File: config.mk
export PLATFORM = sky130hd
export DESIGN_NAME = port_array_rr_arbiter
export DESIGN_NICKNAME = d
export VERILOG_FILES = /design/src/rtl/port_array_rr_arbiter.sv
export SDC_FILE = /design/constraint.sdc
export NUM_CORES = 1
export LEC_CHECK = 0
export BUFFER_PORTS_ARGS = -buffer_cell sky130_fd_sc_hd__buf_2
export CAP_MARGIN = 10
export CORE_AREA = 8 8 61 84
export DETAILED_ROUTE_END_ITERATION = 8
export DIE_AREA = 0 0 69 92
export GPL_ROUTABILITY_DRIVEN = 0
export GPL_TIMING_DRIVEN = 1
export PLACE_DENSITY_LB_ADDON = 0.25
export SETUP_SLACK_MARGIN = 0.3
export SYNTH_ARGS = -nofsm -noshare
export SYNTH_HDL_FRONTEND = slang
export SYNTH_SLANG_ARGS = --single-unit
File: constraint.sdc
create_clock -name clk -period 3.87 [get_ports clk]
set_input_delay 0.5805 -clock clk [delete_from_list [all_inputs] [get_ports clk]]
set_output_delay 0.5805 -clock clk [all_outputs]
set_load 0.01 [all_outputs]
File: src/rtl/port_array_rr_arbiter.sv
// ============================================================================
//  port_array_rr_arbiter : round-robin val/rdy arbiter with burst locking
//  Revision: 1.0
// ============================================================================
`default_nettype none

module port_array_rr_arbiter #(
    parameter int nports    = 2,
    parameter int nbits     = 32,
    parameter int max_burst = 1
) (
    input  logic                       clk,
    input  logic                       reset_n,
    input  logic [nports-1:0]          in_val,
    output logic [nports-1:0]          in_rdy,
    input  logic [nbits-1:0]           in_msg [nports],
    output logic                       out_val,
    input  logic                       out_rdy,
    output logic [nbits-1:0]           out_msg,
    output logic [$clog2(nports)-1:0]  out_src
);

    localparam int                   c_src_w = $clog2(nports);
    localparam int                   c_cnt_w = $clog2(max_burst + 1);
    localparam logic [c_cnt_w-1:0]   c_max   = c_cnt_w'(max_burst);
    localparam logic [c_src_w-1:0]   c_last  = c_src_w'(nports - 1);
    localparam logic [c_src_w:0]     c_n     = (c_src_w + 1)'(nports);

    logic [c_src_w-1:0] r_ptr;
    logic [c_src_w-1:0] r_owner;
    logic [c_cnt_w-1:0] r_burst_cnt;

    logic               w_can_acc;
    logic               w_any;
    logic               w_lock;
    logic               w_xfer;
    logic               w_found;
    logic [c_src_w:0]   w_scan;
    logic [c_src_w-1:0] w_rr_sel;
    logic [c_src_w-1:0] w_sel;

    assign w_can_acc = !out_val || out_rdy;
    assign w_any     = |in_val;
    assign w_lock    = (r_burst_cnt != '0) && (r_burst_cnt < c_max) && in_val[r_owner];
    assign w_sel     = w_lock ? r_owner : w_rr_sel;
    assign w_xfer    = w_can_acc && w_any;

    // Wrapping scan starting at r_ptr; the extra bit keeps ptr+k from overflowing.
    always_comb begin
        w_found  = 1'b0;
        w_rr_sel = r_ptr;
        w_scan   = '0;
        for (int k = 0; k < nports; k++) begin
            w_scan = {1'b0, r_ptr} + (c_src_w + 1)'(k);
            if (w_scan >= c_n) begin
                w_scan = w_scan - c_n;
            end
            if (!w_found && in_val[w_scan[c_src_w-1:0]]) begin
                w_found  = 1'b1;
                w_rr_sel = w_scan[c_src_w-1:0];
            end
        end
    end

    always_comb begin
        in_rdy = '0;
        if (w_xfer) begin
            in_rdy[w_sel] = 1'b1;
        end
    end

    always_ff @(posedge clk or negedge reset_n) begin
        if (!reset_n) begin
            out_val     <= 1'b0;
            out_msg     <= '0;
            out_src     <= '0;
            r_ptr       <= '0;
            r_owner     <= '0;
            r_burst_cnt <= '0;
        end else if (w_xfer) begin
            out_val <= 1'b1;
            out_msg <= in_msg[w_sel];
            out_src <= w_sel;
            r_ptr   <= (w_sel == c_last) ? '0 : w_sel + 1'b1;
            if ((w_sel == r_owner) && (r_burst_cnt != '0) && (r_burst_cnt < c_max)) begin
                r_burst_cnt <= r_burst_cnt + 1'b1;
            end else begin
                r_owner     <= w_sel;
                r_burst_cnt <= c_cnt_w'(1);
            end
        end else if (w_can_acc) begin
            // Idle while able to accept: release any burst lock.
            r_burst_cnt <= '0;
            if (out_val && out_rdy) begin
                out_val <= 1'b0;
            end
        end
    end

endmodule

`default_nettype wire

After elaboration in Yosys (flattened, before gate mapping)
Cells that the tools add are included.
Operators by class
  bitwise logic cells: 2
  multiplexer cells: 25
  equality and inequality tests: 1
  $add $sub $neg: 5
  order comparisons: 9
  reductions and logical operators: 16
Operators with widths (number)
  32-bit two-way mux: 3
  1-bit two-way mux: 20
  1-bit logical AND: 8
  1-bit by 2-bit less-than comparator with 1-bit output, second input constant: 4
  2-bit greater-or-equal comparator, second input constant: 2
  2-bit AND reduction: 2
  2-bit nonzero test: 2
  1-bit adder, second input constant: 2
  1-bit by 1-bit adder with 2-bit output, second input constant: 1
  1-bit by 2-bit greater-or-equal comparator with 1-bit output, second input constant: 1
  1-bit zero test: 2
  2-bit two-way mux: 1
  1-bit NOT with 2-bit output: 1
  2-bit OR reduction: 1
  1-bit subtractor, second input constant: 2
  1-bit demux with 1-bit select: 1
  1-bit equality test: 1
  1-bit greater-or-equal comparator, second input constant: 1
  1-bit logical OR: 1
  1-bit less-than comparator, second input constant: 1
  1-bit NOT: 1
Storage, ports and cells
  output and inout bits: 36
  logic and storage cells: 64
  register bits: 37
  input port bits: 69

Depth between registers and ports, before layout
  depth in word-level cells: 14
  mapped depth: 6
  mapped depth without buffers: 3

Worst setup path after synthesis
Ideal clock, no wire load.
  path kind: in2out
  start point: input port in_val[1]
  end point: output port in_rdy[1]
  setup slack: 1923 ps
  data arrival time: 1367 ps
  path buffers: 2
  stages: 3
  data required time: 3289 ps
  cells stage by stage: buf_4 clkbuf_1 nor3b_1
On the way
  word-level cells in the longest chain between the ends: 12
  elaborated cells on any way between the ends: 21
  those cells by class: 2 x order compare; 13 x mux; 6 x reduce/logical
RTL lines
  from (decl): RTL line 14  | input logic [nports-1:0] in_val,
  1-bit two-way mux (implied by the code) (2 in a row): RTL line 58  | if (!w_found && in_val[w_scan[c_src_w-1:0]]) begin
  1-bit two-way mux: RTL line 58
  1-bit zero test: RTL line 58
  1-bit logical AND: RTL line 58
  1-bit two-way mux: RTL line 58
  1-bit two-way mux: RTL line 45  | assign w_sel = w_lock ? r_owner : w_rr_sel;
  1-bit by 2-bit less-than comparator with 1-bit output (implied by the code) / 1-bit greater-or-equal comparator (equally long branches): RTL line 68  | in_rdy[w_sel] = 1'b1;
  1-bit logical AND (implied by the code): RTL line 68
  1-bit two-way mux (implied by the code): RTL line 68
  1-bit demux with 1-bit select: RTL line 68
  2-bit two-way mux *: RTL line 67  | if (w_xfer) begin
  to (decl): RTL line 15  | output logic [nports-1:0] in_rdy,
Every way passes the cells marked *; elsewhere a longest branch is shown, timed or not. The select of a mux whose other input is x is not followed.

Worst setup path after layout
  start point: input port in_val[1]
  end point: output port in_rdy[0]
Same word-level chain as after synthesis.

==> impl_results.md <==
- H-tree depth: 2
- Worst stage delay on the critical path: 450 ps
- Setup TNS: 0 ps
- # Post-CTS Setup Buffers: 0
- Reg-to-reg startpoint: out_val
- WL met3: 526 um
- R2R depth: 4
- Critical path data arrival time: 1690 ps
- Combinational share of power: 26.6%
- Initial antenna violation count: 0
- CTS tree: built
- DRC viols: 0
- Power per cell area: 434 nW/um2
- Die area: 6350 um2
- Router iterations before antenna repair: 4
- Max_slew headroom: 48.4%
- Peak supply drop: 0.000301 V
- Static Leakage: 1.16 nW
- DR vias/cell: 5.44
- Clk sinks: 35
- First-pass GRT wire length: 8420 um
- Min Clock Period, post-route: 2270 ps
- Internal power: 673 uW
- Area Overhead vs Synth: 34.2%
- Worst Hold Class: input pin to asynchronous set/reset pin
- RSZ-0062 raised after global routing: no
- Placed Cells: 293
- Register bit total from synthesis: 35
- CTS Buf Count: 5
- Flop pwr share: 47.3%
- Initial Util: 43.3%
- Flop2flop setup slack: 2450 ps
- Cells after synthesis: 162
- Max Freq: 441 MHz
- PortBufs: 104
- Die Height: 92 um
- Seq/Total Area, Yosys: 52.6%
- WL per Instance: 17.5 um
- Largest net degree at the start of global routing: 37
- Clk pwr share: 26.0%
- Die W: 69 um
- Mapped cell area: 1670 um2
- Post-CTS Hold Buffers: 0
- Finished Layout Cells: 301
- Final WS setup: 1600 ps
- Vias in the first global route: 1,768
- # IOs: 105
- Routed Antenna Nets: 0
- GR Util All Layers: 15.9%
- Vias: 1,638
- Worst-Skew Late Latency: 280 ps
- Layout cell share with drive strength beyond 1: 45.7%
- Top cells by area, synth: dfrtp_1, a221o_1, nor3_1, nand2_1, buf_6
- Capturing point of the worst reg2reg path: out_msg[27]
- Iter 0 DRT Violations: 92
- Nets: 326
- Syn_nets: 231
- Max cap viols: 0
- Status: completed
- Post-synth top area share: 52.6%
- Uppermost layer routed: met4
- Longest Clk Path Bufs: 2
- Worst-margin pin slew: 774 ps
- Clock skew: 2.93 ps
- Synth area leader: dfrtp_1
- Critical path origin: in_val[1]
- Period utilization: 58.6%
- Slowest cell on the critical path: and3_4
- Mapped Avg Cell Area: 10.3 um2
- # rows: 27
- HPWL Detailed: 3740 um
- Largest fanout on the critical path: 36
- WS Path Type: input pin to primary output
- Worst-path clk slew: 70 ps
- Floorplan Core Area: 3850 um2
- Gr ovfl total: 0
- CP most frequent cell: buf_2
- Root Buffer: clkbuf_8
- Met2 Wirelength: 2400 um
- Slew Limit Fails: 0
- CP startpoint kind: input pin
- WP data required: 3290 ps
- Sw Share: 30.6%
- Dpl ws: 1620 ps
- Tot Pwr: 970 uW
- Fillers: 370
- Final setup vio count: 0
- Metal-1 WL: 2290 um
- Final wirelength: 5280 um
- Post-cts resize count: 0
- Netlist cell types: 17
- Switching Power: 296 uW
- N_diodes: 0
- Crit path cell chain: buf_2 -> nand2_2 -> and3_4 -> buf_2
- Final hold vios: 0
- Yosys warns: 0
- Kind of end point of the critical path: primary output
- Crit path to: in_rdy[0]
[critical path: cells and delay by family]
family	cells	cell delay, ps
buffers and inverters	2	520
AND/OR/NAND/NOR	2	570
[layer usage]
layer,up-vias,GRT usage (%)
met2,83,23.7
met4,0,5.15
met1,755,19.8
met3,7,7.66
met5,-,0
li1,793,-
[power groups by stage]
stage | registers [mW] | clock network (mW) | logic (mW)
floorplan | 0.490 | 0 | 0.115
global placement | 0.465 | 0 | 0.258
detailed placement | 0.463 | 0 | 0.263
CTS | 0.459 | 0.260 | 0.262
global route | 0.465 | 0.279 | 0.283
finish | 0.459 | 0.252 | 0.258
[state kept, by name, summed over array words and instances, names as in the netlist]
signal   flops
out_msg     32
out_src      1
out_val      1
r_ptr        1
[metrics by stage]
step / area (um2) / utilization [%] / hold slack, ps
after floorplan: 1670 / - / 285
after global placement: 2150 / 55.9 / 493
after detailed placement: 2150 / 55.9 / 492
after CTS: 2240 / 58.1 / 400
after global routing: 2240 / 58.1 / 423
final: 2240 / 58.1 / 373
[cell families after synthesis]
kind of cell	after synthesis	synth area share [%]
simple gates	71	19.8
flops	35	52.6
compound gates	35	20.1
buf+inv	21	7.51
[worst min path at each step]
stage / endpoint / cells past startpoint
global placement: out_msg[0] / 1
detailed placement: out_msg[28] / 1
finish: out_msg[15] / 1
global route: out_msg[22] / 1
CTS: out_msg[22] / 1
floorplan: out_msg[0] / 0
[synthesized netlist by cell type]
| master | count |
|---|---|
| inv_1 | 2 |
| nand2_1 | 32 |
| a21oi_1 | 2 |
| nor3_1 | 32 |
| dfrtp_1 | 35 |
| nor3b_1 | 1 |
| nand2b_1 | 1 |
| o21ai_1 | 1 |
| nor2b_1 | 2 |
| buf_6 | 4 |
| buf_4 | 2 |
| and3_4 | 1 |
| a221o_1 | 32 |
| nand2_2 | 1 |
| or3_1 | 1 |
| buf_2 | 7 |
| clkbuf_1 | 6 |
[cell usage in the layout (no fill, tap or decap)]
cell type	n
inv_1	2
clkinv_2	1
o21ai_2	1
nor2b_2	2
dfrtp_1	35
and3_4	1
clkbuf_8	5
clkbuf_1	2
a21oi_1	2
nor3_1	32
nand2b_1	1
or3_1	1
nand2_1	32
buf_4	3
nor3b_1	1
nand2_2	1
buf_2	104
a221o_1	32
[final cells by class]
cell class / instances / area (um2) / area share, %
repair buffers: 107 / 543 / 24.3
well taps: 43 / 53.8 / 2.41
clock buffers: 7 / 76.3 / 3.41
multi-input cells: 106 / 674 / 30.2
flip-flops and latches: 35 / 876 / 39.2
inverters: 2 / 7.51 / 0.336
clock inverters: 1 / 5.00 / 0.224
No activity file was read; power rests on OpenSTA's default activity.
